--- src/rtl/alu_taylor_pkg.sv ---
// rtl/alu_taylor_pkg.sv - shared Q1.16 types, selects, last indices, states and arithmetic helpers
package alu_taylor_pkg;

    localparam int Q_W    = 18;
    localparam int Q_FRAC = 16;

    typedef logic signed [Q_W-1:0] q_t;

    localparam q_t Q_ONE = 18'sh10000;

    localparam logic [2:0] ALU_TAYLOR_SIN          = 3'd0;
    localparam logic [2:0] ALU_TAYLOR_COS          = 3'd1;
    localparam logic [2:0] ALU_TAYLOR_INV_1_PLUS_X = 3'd2;

    localparam logic [3:0] TAYLOR_LAST_IDX_SIN          = 4'd10;
    localparam logic [3:0] TAYLOR_LAST_IDX_COS          = 4'd9;
    localparam logic [3:0] TAYLOR_LAST_IDX_INV_1_PLUS_X = 4'd9;

    localparam logic [2:0] ST_IDLE  = 3'd0;
    localparam logic [2:0] ST_ACC   = 3'd1;
    localparam logic [2:0] ST_POW   = 3'd2;
    localparam logic [2:0] ST_SCALE = 3'd3;
    localparam logic [2:0] ST_DONE  = 3'd4;

    function automatic q_t sat_q(input logic signed [35:0] v);
        if (v > 36'sd131071)
            return 18'sh1FFFF;
        else if (v < -36'sd131072)
            return 18'sh20000;
        else
            return v[17:0];
    endfunction

    // Round-to-nearest by adding half an LSB before dropping the fractional bits.
    function automatic q_t mul_rnd(input logic signed [35:0] prod);
        logic signed [35:0] r;
        r = (prod + 36'sd32768) >>> Q_FRAC;
        return sat_q(r);
    endfunction

    function automatic q_t add_sat(input q_t a, input q_t b);
        logic signed [35:0] s;
        s = {{18{a[17]}}, a} + {{18{b[17]}}, b};
        return sat_q(s);
    endfunction

    function automatic logic [3:0] last_idx(input logic [2:0] sel);
        case (sel)
            ALU_TAYLOR_SIN:          return TAYLOR_LAST_IDX_SIN;
            ALU_TAYLOR_COS:          return TAYLOR_LAST_IDX_COS;
            ALU_TAYLOR_INV_1_PLUS_X: return TAYLOR_LAST_IDX_INV_1_PLUS_X;
            default:                 return 4'd0;
        endcase
    endfunction

endpackage

--- src/rtl/alu_taylor_inv_n.sv ---
// rtl/alu_taylor_inv_n.sv - combinational 1/n reciprocal ROM in Q1.16
module alu_taylor_inv_n
    import alu_taylor_pkg::*;
(
    input  logic [3:0] idx,
    output q_t         inv
);

    always_comb begin
        inv = '0;
        case (idx)
            4'd1:    inv = 18'sh10000;
            4'd2:    inv = 18'sh08000;
            4'd3:    inv = 18'sh05555;
            4'd4:    inv = 18'sh04000;
            4'd5:    inv = 18'sh03333;
            4'd6:    inv = 18'sh02AAB;
            4'd7:    inv = 18'sh02492;
            4'd8:    inv = 18'sh02000;
            4'd9:    inv = 18'sh01C72;
            4'd10:   inv = 18'sh0199A;
            default: inv = '0;
        endcase
    end

endmodule

--- src/rtl/alu_taylor_calc.sv ---
// rtl/alu_taylor_calc.sv - sequential Taylor-series evaluator sharing one 18x18 multiplier
module alu_taylor_calc
    import alu_taylor_pkg::*;
(
    input  logic        clk,
    input  logic        reset_n,
    input  logic        start,
    input  logic [2:0]  function_sel,
    input  logic [17:0] x_in,
    output logic [2:0]  tbl_function_sel,
    output logic [3:0]  tbl_idx,
    input  logic [17:0] tbl_deriv_coef,
    output logic        busy,
    output logic        done,
    output logic [17:0] result
);

    logic [2:0]         state;
    logic [2:0]         func;
    logic [3:0]         n;
    logic [3:0]         last;
    logic [3:0]         inv_idx;
    q_t                 x;
    q_t                 p;
    q_t                 t;
    q_t                 acc;
    q_t                 inv_val;
    q_t                 mul_a;
    q_t                 mul_b;
    logic signed [35:0] prod;
    q_t                 prod_q;
    q_t                 acc_sum;

    assign inv_idx = n + 4'd1;

    alu_taylor_inv_n u_inv_n (
        .idx (inv_idx),
        .inv (inv_val)
    );

    // Operand mux in front of the single multiplier, steered by the phase of the term loop.
    always_comb begin
        mul_a = p;
        mul_b = x;
        case (state)
            ST_ACC: begin
                mul_a = tbl_deriv_coef;
                mul_b = p;
            end
            ST_SCALE: begin
                mul_a = t;
                mul_b = inv_val;
            end
            default: begin
                mul_a = p;
                mul_b = x;
            end
        endcase
    end

    assign prod    = mul_a * mul_b;
    assign prod_q  = mul_rnd(prod);
    assign acc_sum = add_sat(acc, prod_q);

    assign tbl_idx          = n;
    assign tbl_function_sel = func;

    always_ff @(posedge clk or negedge reset_n) begin
        if (!reset_n) begin
            state  <= ST_IDLE;
            func   <= '0;
            n      <= '0;
            last   <= '0;
            x      <= '0;
            p      <= '0;
            t      <= '0;
            acc    <= '0;
            busy   <= 1'b0;
            done   <= 1'b0;
            result <= '0;
        end else begin
            case (state)
                ST_IDLE: begin
                    done <= 1'b0;
                    if (start) begin
                        func  <= function_sel;
                        x     <= x_in;
                        n     <= '0;
                        p     <= Q_ONE;
                        acc   <= '0;
                        last  <= last_idx(function_sel);
                        busy  <= 1'b1;
                        state <= ST_ACC;
                    end
                end
                ST_ACC: begin
                    acc <= acc_sum;
                    if (n == last) begin
                        result <= acc_sum;
                        done   <= 1'b1;
                        state  <= ST_DONE;
                    end else begin
                        state <= ST_POW;
                    end
                end
                ST_POW: begin
                    t     <= prod_q;
                    state <= ST_SCALE;
                end
                ST_SCALE: begin
                    p     <= prod_q;
                    n     <= n + 4'd1;
                    state <= ST_ACC;
                end
                ST_DONE: begin
                    done  <= 1'b0;
                    busy  <= 1'b0;
                    state <= ST_IDLE;
                end
                default: begin
                    state <= ST_IDLE;
                end
            endcase
        end
    end

endmodule

--- config.mk ---
export PLATFORM = sky130hd
export DESIGN_NAME = alu_taylor_calc
export DESIGN_NICKNAME = d
export VERILOG_FILES = /design/src/rtl/alu_taylor_pkg.sv /design/src/rtl/alu_taylor_inv_n.sv /design/src/rtl/alu_taylor_calc.sv
export SDC_FILE = /design/constraint.sdc
export NUM_CORES = 1
export LEC_CHECK = 0
export ABC_AREA = 1
export CAP_MARGIN = 20
export CORE_MARGIN = 10
export CORE_UTILIZATION = 35
export CTS_BUF_LIST = sky130_fd_sc_hd__clkbuf_2 sky130_fd_sc_hd__clkbuf_4 sky130_fd_sc_hd__clkbuf_8
export DETAILED_ROUTE_END_ITERATION = 6
export PLACE_DENSITY = 0.52
export REMOVE_ABC_BUFFERS = 1
export SYNTH_ARGS = -nofsm -noshare
export SYNTH_HDL_FRONTEND = slang
export SYNTH_HIERARCHICAL = 1
export SYNTH_SLANG_ARGS = --single-unit
--- constraint.sdc ---
create_clock -name clk -period 19.4 [get_ports clk]
set_input_delay 1.94 -clock clk [delete_from_list [all_inputs] [get_ports clk]]
set_output_delay 1.94 -clock clk [all_outputs]
set_load 0.05 [all_outputs]
==> Implementation_results.wiki <==
{| class="wikitable"
! Metric !! Value
|-
| Result of the run || complete, no violations
|-
| Max-slew violation count || 0
|-
| Endpoint of the worst hold-timing path || x[2]
|-
| Mapped Avg Cell Area || 7.95 sq um
|-
| Wire length of the first global-routing pass || 92300 um
|-
| Fraction of layout cells with a size suffix above 1 || 3.13%
|-
| Placed instance area || 0.0195 sq mm
|-
| Final global-route overflow total || 0
|-
| Clock Path Buffers || 2
|-
| PortBufs || 68
|-
| Clock net sink count || 105
|-
| Floorplan row count || 83
|-
| Type of the tightest min-delay check || flip-flop to flip-flop
|-
| Filler instances || 5322
|-
| Cell total after placement || 2968
|-
| WHS Path Cells || 2
|-
| Data arrival time at the worst-slack endpoint || 12.61 ns
|-
| Average wire length per cell after detail routing || 19.5 um
|-
| Final-stage net count || 2782
|-
| Number of warnings printed during yosys synthesis || 6
|-
| CTS root buffer || clkbuf_8
|-
| Boundary pin count || 69
|-
| Hold Startpoint || x[2]
|-
| Vias || 14697
|-
| Synth Instances || 2269
|-
| Largest net degree at the start of global routing || 72
|-
| Sequential cell area fraction in the yosys report || 14.6%
|-
| Largest driver fanout on the critical path || 18
|-
| Period utilisation layout || 63.5%
|-
| Clock edge transition at the registers on the reported setup and hold paths || 0.10 ns
|-
| Antenna diode count || 0
|-
| Initial detailed-routing violation count || 1214
|-
| Number of global-route vias before repair || 15674
|-
| Type of element capturing the critical path || flip-flop
|-
| Worst relative slew slack || 30.0%
|-
| Slowest stage cell, crit path || nor2_1
|-
| Resize count post-CTS || 0
|-
| Worst Reg-to-Reg Cells || 45
|-
| Clock tree skew after final layout || 0.0132 ns
|-
| R2r startpoint || tbl_idx[0]
|-
| Number of distinct library cell variants in the gate-level netlist after synthesis || 48
|-
| Worst skew pair latency || 0.40 ns
|-
| Worst-margin pin slew || 1.05 ns
|-
| Yosys top cell by area || fa_1
|-
| Number of max-capacitance violations reported || 0
|-
| Worst path required time || 19.69 ns
|-
| Number of buffers inserted by post-CTS setup repair || 0
|-
| Die span in x || 247 um
|-
| Vertical extent of the die || 247 um
|-
| Main area contributors after synthesis || fa_1 37%, dfrtp_1 15%, nand2_1 12%, inv_1 9.9%, ha_1 7.7%
|-
| Number of remaining DRC errors || 0
|-
| Slack of the worst reg-to-reg path || 7.08 ns
|-
| Share of the synthesized area in the top cell type || 36.6%
|-
| GRT Resource Usage Total || 19.6%
|-
| Die area || 0.0610 sq mm
|-
| Critical R2R Capture || acc[0]
|-
| Worst Path Class, Setup || flip-flop to flip-flop
|-
| Per-cell via count in the routed design || 4.93
|-
| Asr flop ratio synth || 100%
|-
| Non-Filler Cell Area, Final || 0.0196 sq mm
|-
| Finish-stage setup viols || 0
|-
| Final WL || 58100 um
|-
| Initial Util || 35.3%
|-
| Num CTS Buffers || 9
|-
| Final hold violation count || 0
|-
| Achievable frequency || 81.2 MHz
|-
| Pre-antenna DRT Iters || 5
|-
| Setup repair after global routing missed its margin || false
|-
| Area growth from synthesis to layout || 8.87%
|-
| Filler-free cell count of the finished design || 2984
|-
| Routability congestion estimate || 0.922
|-
| Placeable core area || 0.0512 sq mm
|-
| Commonest cells in the synthesized netlist || 577 x nand2_1, 477 x inv_1, 330 x fa_1
|-
| Yosys reg bits || 105
|-
| Number of buffers added to fix hold violations after cts || 0
|-
| Fin crit period || 12.32 ns
|-
| Synthesized area || 0.0180 sq mm
|-
| Clock tree from TritonCTS || yes
|-
| Level count of the clock H-tree || 3
|-
| Antenna violations before repair || 0
|-
| Most frequently used flop master after synthesis || dfrtp_1
|-
| Most used standard cell by instance count after synthesis || nand2_1
|-
| Count of flip-flops with a built-in enable after synthesis || 0
|-
| Slowest Stage Delay on Critical Path || 0.69 ns
|-
| Sum of net half-perimeters after detailed placement || 47200 um
|-
| Total negative slack for setup checks || 0 ns
|-
| Final antenna-violating net count || 0
|-
| Category of the worst setup path launch point || flip-flop
|}
==> cells in the final DEF (no fill, tap or decap), drive strengths merged, types with 2 or more instances in the layout <==
master / synthesis / final
clkbuf: 55 / 12
nor3: 14 / 14
ha: 111 / 111
buf: 15 / 22
nand3b: 2 / 2
nand4: 3 / 3
o21a: 37 / 37
nor4: 5 / 5
o21ai: 53 / 53
a21o: 10 / 10
a22oi: 3 / 3
xnor2: 14 / 14
o21bai: 2 / 2
a21oi: 50 / 50
xor2: 32 / 32
dfrtp: 105 / 105
and2: 2 / 2
clkinv: 10 / 11
nand2: 591 / 591
fa: 330 / 330
a31oi: 8 / 8
nor2: 264 / 264
nand3: 37 / 37
clkdlybuf4s50: 0 / 67
a32o: 2 / 2
o22a: 20 / 20
nor3b: 2 / 2
inv: 483 / 486
==> cells by family after synthesis <==
group | share of synthesized area (%)
and+or+nand+nor | 20.3
buffers and inverters | 11.9
adders and majority gates | 44.3
AOI/OAI and AO/OA | 6.74
DFF | 14.6
xor gates and xnor gates | 2.23
other | 0.0208
==> state kept, by name, summed over array words and instances, names as in the netlist <==
register          flops
p                    18
state                 3
tbl_idx               4
last                  3
t                    18
busy                  1
result               18
x                    18
tbl_function_sel      3
done                  1
acc                  18
==> layout make-up <==
cell class / instances / area (sq um) / area share (%)
flip-flops and latches: 105 / 2630 / 13.4
clock inverters: 4 / 33.8 / 0.172
clock buffers: 12 / 159 / 0.809
well taps: 680 / 851 / 4.33
inverters: 493 / 1860 / 9.44
multi-input cells: 1601 / 13300 / 67.6
repair buffers: 89 / 836 / 4.25
==> worst max-delay path by stage <==
| stage | startpoint | endpoint | slack [ns] | cells past startpoint |
|---|---|---|---|---|
| after floorplan | tbl_deriv_coef[17] | result[14] | 9.25 | 39 |
| after global placement | tbl_deriv_coef[17] | acc[14] | 7.09 | 44 |
| after CTS | tbl_idx[0] | result[14] | 7.19 | 45 |
| after detailed placement | tbl_deriv_coef[17] | result[14] | 6.96 | 41 |
| after global routing | tbl_idx[0] | result[14] | 6.18 | 45 |
| final | tbl_idx[0] | acc[0] | 7.08 | 45 |
==> layer usage <==
layer | wire [um] | global-route usage (%)
met3 | 3220 | 2.33
met1 | 26000 | 27.3
met2 | 27200 | 31.7
met4 | 1670 | 5.29
met5 | 0 | 0
==> worst max-delay path: cells and delay by family (launching register included) <==
family | cells | cell delay, ns
xor gates and xnor gates | 2 | 0.71
adders and majority gates | 9 | 3.91
buffers and inverters | 9 | 1.78
and+or+nand+nor | 22 | 4.57
DFF | 1 | 0.48
AOI/OAI and AO/OA | 3 | 0.77
==> stage by stage <==
step / setup WS (ns) / util [%] / hold WS [ns]
after floorplan: 9.25 / - / 0.442
after global placement: 7.09 / 38.0 / 0.463
after detailed placement: 6.96 / 38.0 / 0.465
after CTS: 7.19 / 38.4 / 0.493
after global routing: 6.18 / 38.4 / 0.512
final: 7.08 / 38.4 / 0.488
Power is not shown: default switching activity piles up to over one toggle a cycle in this logic, so the estimate is an artifact.
==> patch 1: new RTL, config.mk and constraints unchanged <==
Make the reset (`reset_n`) synchronous in one clocked block.
--- a/src/rtl/alu_taylor_calc.sv
+++ b/src/rtl/alu_taylor_calc.sv
@@ -66,5 +66,5 @@
     assign tbl_function_sel = func;
 
-    always_ff @(posedge clk or negedge reset_n) begin
+    always_ff @(posedge clk) begin
         if (!reset_n) begin
             state  <= ST_IDLE;
Check against the original RTL: differs if reset_n is asserted again (counterexample within 4 cycles, from zero or initial values and one cycle with reset_n low); with reset_n held inactive, the same outputs for 10 cycles.
==> patch 1 against the original RTL <==
- cell count rose by 2.1%
- worst hold slack worse by 17 ps
- global-route usage down 0.44 points
- non-clock buffer count rose by 6
- final area about the same
- synthesized area is 0.21% lower
- critical path depth fell by 2
- sequential share of layout area fell by 2.7 points
- wire length down 1.8%
- sequential cell count is the same
- setup slack worse by 120 ps
Power is left out: the tool's default activity adds up to more than one toggle a clock period on the data nets, which glitch-free logic cannot reach.
==> patch 1: results (changes against the original RTL) <==
[cts]
cts_max_level=3  ; unchanged
clockRootBuffer=clkbuf_8
cts_buffers=9  ; unchanged
path_clk_slew_ps=110
clk_path_buf_depth=2  ; unchanged
post_cts_buffers=0  ; unchanged
clk-insertion-delay-late_ps=410

[final_layout]
drive_gt1_frac=0.0393  ; +0.00802
num-nets-final=2846  ; +2.3%

[logic_synthesis]
synth.area.top_cells=fa_1, dfxtp_1, inv_1
ys_types=50  ; +4.2%
ys_async_sr_fraction=0  ; -1.00
synth_commonest_cells=inv_1, nand2_1, fa_1, nor2_1, a21oi_1
yosys_warnings=6  ; unchanged
ys_seq_area_frac=0.117  ; -0.0289
synthFlopType=dfxtp_1

[drt]
drtPass1Iterations=7  ; +2
first_iter_violations=1093  ; -10%
wl_per_cell_um=18.7  ; -3.8%
via_count=14949  ; +1.7%

[sta]
timing_worst_slew_pin_value_ps=1130  ; +75.5 ps
fin_skew_ps=19.9  ; +6.69 ps

[worst_setup_path]
crit_path_max_fanout=36  ; +18
reg2reg_slack_ps=6960  ; -120 ps
critPathTopFamily=adder cells
cp_slowest_cell=clkinv_1
crit_arrival_ps=12750  ; +140 ps
slowest_delay_ps=930  ; +240 ps

[place]
dp_hpwl_um=46300  ; -2.0%
io_buffers=68  ; unchanged
gp_congestion=0.917  ; -0.60%

[hold_path]
hold_path.class=register to register

[global_routing]
grt_pass1_wl_um=90500  ; -2.0%
grt_max_degree=55  ; -24%
grt_pass1_vias=15603  ; -0.45%
antenna_found_initial=0  ; unchanged
grtUsageTotal=0.192  ; -0.00437

[status]
status=complete, no violations

patch 1: cell types whose count changed after synthesis, sizes merged, moves of 46 or more:
cell and change:
a21oi +78, dfrtp -105, dfxtp +105, inv +50
nand2 -184, nor2 +59, o21ai +46
patch 1: kinds of logic after synthesis:
family | share of synthesized area
AO/OA/AOI/OAI | 0.103
XOR/XNOR | 0.0209
adder cells (fa/ha/maj) | 0.444
buffers and inverters | 0.131
flip-flops | 0.117
other | 0.000208
AND/OR/NAND/NOR | 0.183
patch 1: metrics by stage:
step | setup slack (ps) | utilization | area, sq um | cells | hold slack (ps)
2_1_floorplan | 9220 | - | 17700 | 2257 | 429
3_5_place_dp | 6750 | 0.380 | 19400 | 3031 | 462
5_1_grt | 5970 | 0.385 | 19700 | 3048 | 504
4_1_cts | 6970 | 0.384 | 19600 | 3047 | 479
3_3_place_gp | 6840 | 0.380 | 19400 | 3029 | 453
6_report | 6960 | 0.385 | 19700 | 3048 | 471
patch 1: area by class of cell:
type | instances | area [sq um]
multi-input combinational | 1607 | 13500
timing repair buffer | 95 | 896
clock inverter | 7 | 83.8
sequential | 105 | 2100
clock buffer | 9 | 124
fill | 5408 | 31400
inverter | 545 | 2050
tap | 680 | 851
patch 1: path summary, 6_finish.rpt:
check	from	to	depth (start not counted)
worst max register to register	state[2]	result[14]	43
worst max-delay path	state[2]	result[14]	43
worst min-delay path	x[3]	x[3]	2
worst min register to register	x[3]	x[3]	2
patch 1: layer usage:
layer / vias to the layer above / share of wire / GRT usage
met5: - / 0 / 0
met4: 0 / 0.024 / 0.0456
met3: 64 / 0.042 / 0.0209
met2: 362 / 0.48 / 0.325
met1: 7501 / 0.45 / 0.258
li1: 7022 / - / -
==> patch 2: new RTL, same flow settings <==
Made on the original files. Put one more register stage on the output `result`, without a reset. The value now appears one clock later. The other outputs are not delayed to match.
--- a/src/rtl/alu_taylor_calc.sv
+++ b/src/rtl/alu_taylor_calc.sv
@@ -15,4 +15,6 @@
     output logic [17:0] result
 );
+
+    logic [17:0] result_s0;
 
     logic [2:0]         state;
@@ -78,5 +80,5 @@
             busy   <= 1'b0;
             done   <= 1'b0;
-            result <= '0;
+            result_s0 <= '0;
         end else begin
             case (state)
@@ -97,5 +99,5 @@
                     acc <= acc_sum;
                     if (n == last) begin
-                        result <= acc_sum;
+                        result_s0 <= acc_sum;
                         done   <= 1'b1;
                         state  <= ST_DONE;
@@ -125,4 +127,8 @@
     end
 
+    always_ff @(posedge clk) begin
+        result <= result_s0;
+    end
+
 endmodule
 
Behaviour: not the same (Yosys sat finds a counterexample within 4 cycles, from zero or initial values and one cycle with reset_n low).
==> patch 2 against the original RTL <==
- sequential cell count increased by 18
- synthesized area up 2.3%
- via count increased by 2.5%
- wire length grew 1.7%
- final area is 3.3% higher
- setup slack better by 370 ps
- die area increased by 2.1%
Power is left out: the tool's default activity adds up to more than one toggle a clock period on the data nets, which glitch-free logic cannot reach.
==> patch 2: results (changes against the original RTL) <==
[global_routing]
grt_max_degree=55  ; -24%
grt_pass1_wl_um=93800  ; +1.6%
grtUsageTotal=0.192  ; -0.00446
grtUsageMet3=0.0239  ; +0.000629
use_met1=0.254  ; -0.0186
grt_pass1_vias=15985  ; +2.0%
met2_usage=0.324  ; +0.00655

[status]
status=complete, no violations

[worst_setup_path]
critPathTopFamily=adder cells
reg2reg_slack_ps=7570  ; +490 ps
cp_slowest_cell=fa_1
slowest_delay_ps=860  ; +170 ps
worstRegToRegCells=44  ; -2.2%
r2r-end=acc[1]
rr_startpoint=state[2]
crit_arrival_ps=12280  ; -330 ps

[sta]
max_slew_margin=0.279  ; -0.0211
fin_skew_ps=16.3  ; +3.10 ps
whs_ps=370  ; -118 ps

[hold_path]
holdPathEnd=result[15]
hold_start=result_s0[15]
hold_path.class=register to register
hold_path_depth=0  ; -2

[cts]
path_clk_slew_ps=80  ; -20 ps
clk-insertion-delay-late_ps=450  ; +50 ps
cts_buffers=17  ; +8
cts_max_level=4  ; +1

[final_layout]
drive_gt1_frac=0.0399  ; +0.00870
nFillCells=5445  ; +2.3%
num-nets-final=2823  ; +1.5%

[logic_synthesis]
ys_types=50  ; +4.2%
synth.area.top_cells=fa_1, dfrtp_1, nand2_1
synth_commonest_cells=nand2_1, inv_1, fa_1, nor2_1, ha_1
ys_seq_area_frac=0.162  ; +0.0162
synthFlopType=dfrtp_1
ys_async_sr_fraction=0.854  ; -0.146

[place]
dp_hpwl_um=47800  ; +1.2%
gp_congestion=0.936  ; +1.6%

[drt]
wl_met1_um=25500  ; -1.7%
first_iter_violations=1136  ; -6.4%
wl_met2_um=28500  ; +4.8%
post-route-drc-count=0  ; unchanged
routed.top_layer=met4
drt-total-wl_um=59100  ; +1.7%
viasPerCell=4.96  ; +0.62%
met3WireLength_um=3370  ; +4.5%

patch 2: cell types whose count changed after synthesis, moves of 4 or more:
cell     unedited run  this run
a21o_1             10         3
a21oi_1            50        63
dfxtp_1             0        18
inv_1             477       485
nand2_4             1         5
nor2_1            260       253
o21a_1             37        32
o22ai_1             1         7
xor2_1             32        25
patch 2: cell families after synthesis:
kind of cell | synth area share
and+or+nand+nor | 0.200
xor gates and xnor gates | 0.0194
other | 0.000203
adders and majority gates | 0.433
DFF | 0.162
buffers and inverters | 0.118
AOI/OAI and AO/OA | 0.0674
patch 2: metrics by stage:
step	std cells	setup WS, ps	util	area, sq um
after global routing	3041	6590	0.387	20300
after CTS	3041	7530	0.387	20300
final	3041	7460	0.387	20300
after floorplan	2230	9400	-	18200
after detailed placement	3009	7070	0.379	19900
after global placement	3009	7320	0.379	19900
patch 2: layout make-up:
class,count,share of cell area
clock inverter,11,0.00672
clock buffer,21,0.0133
sequential,123,0.147
tap,688,0.0424
timing repair buffer,91,0.0419
inverter,500,0.0927
multi-input combinational,1607,0.656
patch 2: worst reg2reg max path, delay by kind of cell (launching register included):
| kind | cells | cell delay [ps] |
|---|---|---|
| adders and majority gates | 9 | 4350 |
| and+or+nand+nor | 20 | 3350 |
| buffers and inverters | 9 | 2270 |
| AOI/OAI and AO/OA | 6 | 1270 |
| DFF | 1 | 500 |
patch 2: worst max path at each step:
stage,depth (start not counted),slack (ps),from,endpoint
floorplan,43,9400,tbl_deriv_coef[17],acc[14]
global placement,41,7320,tbl_deriv_coef[17],acc[14]
detailed placement,41,7070,tbl_deriv_coef[17],result_s0[14]
CTS,41,7530,tbl_deriv_coef[17],acc[1]
global route,48,6590,state[2],acc[14]
finish,41,7460,tbl_deriv_coef[17],acc[1]
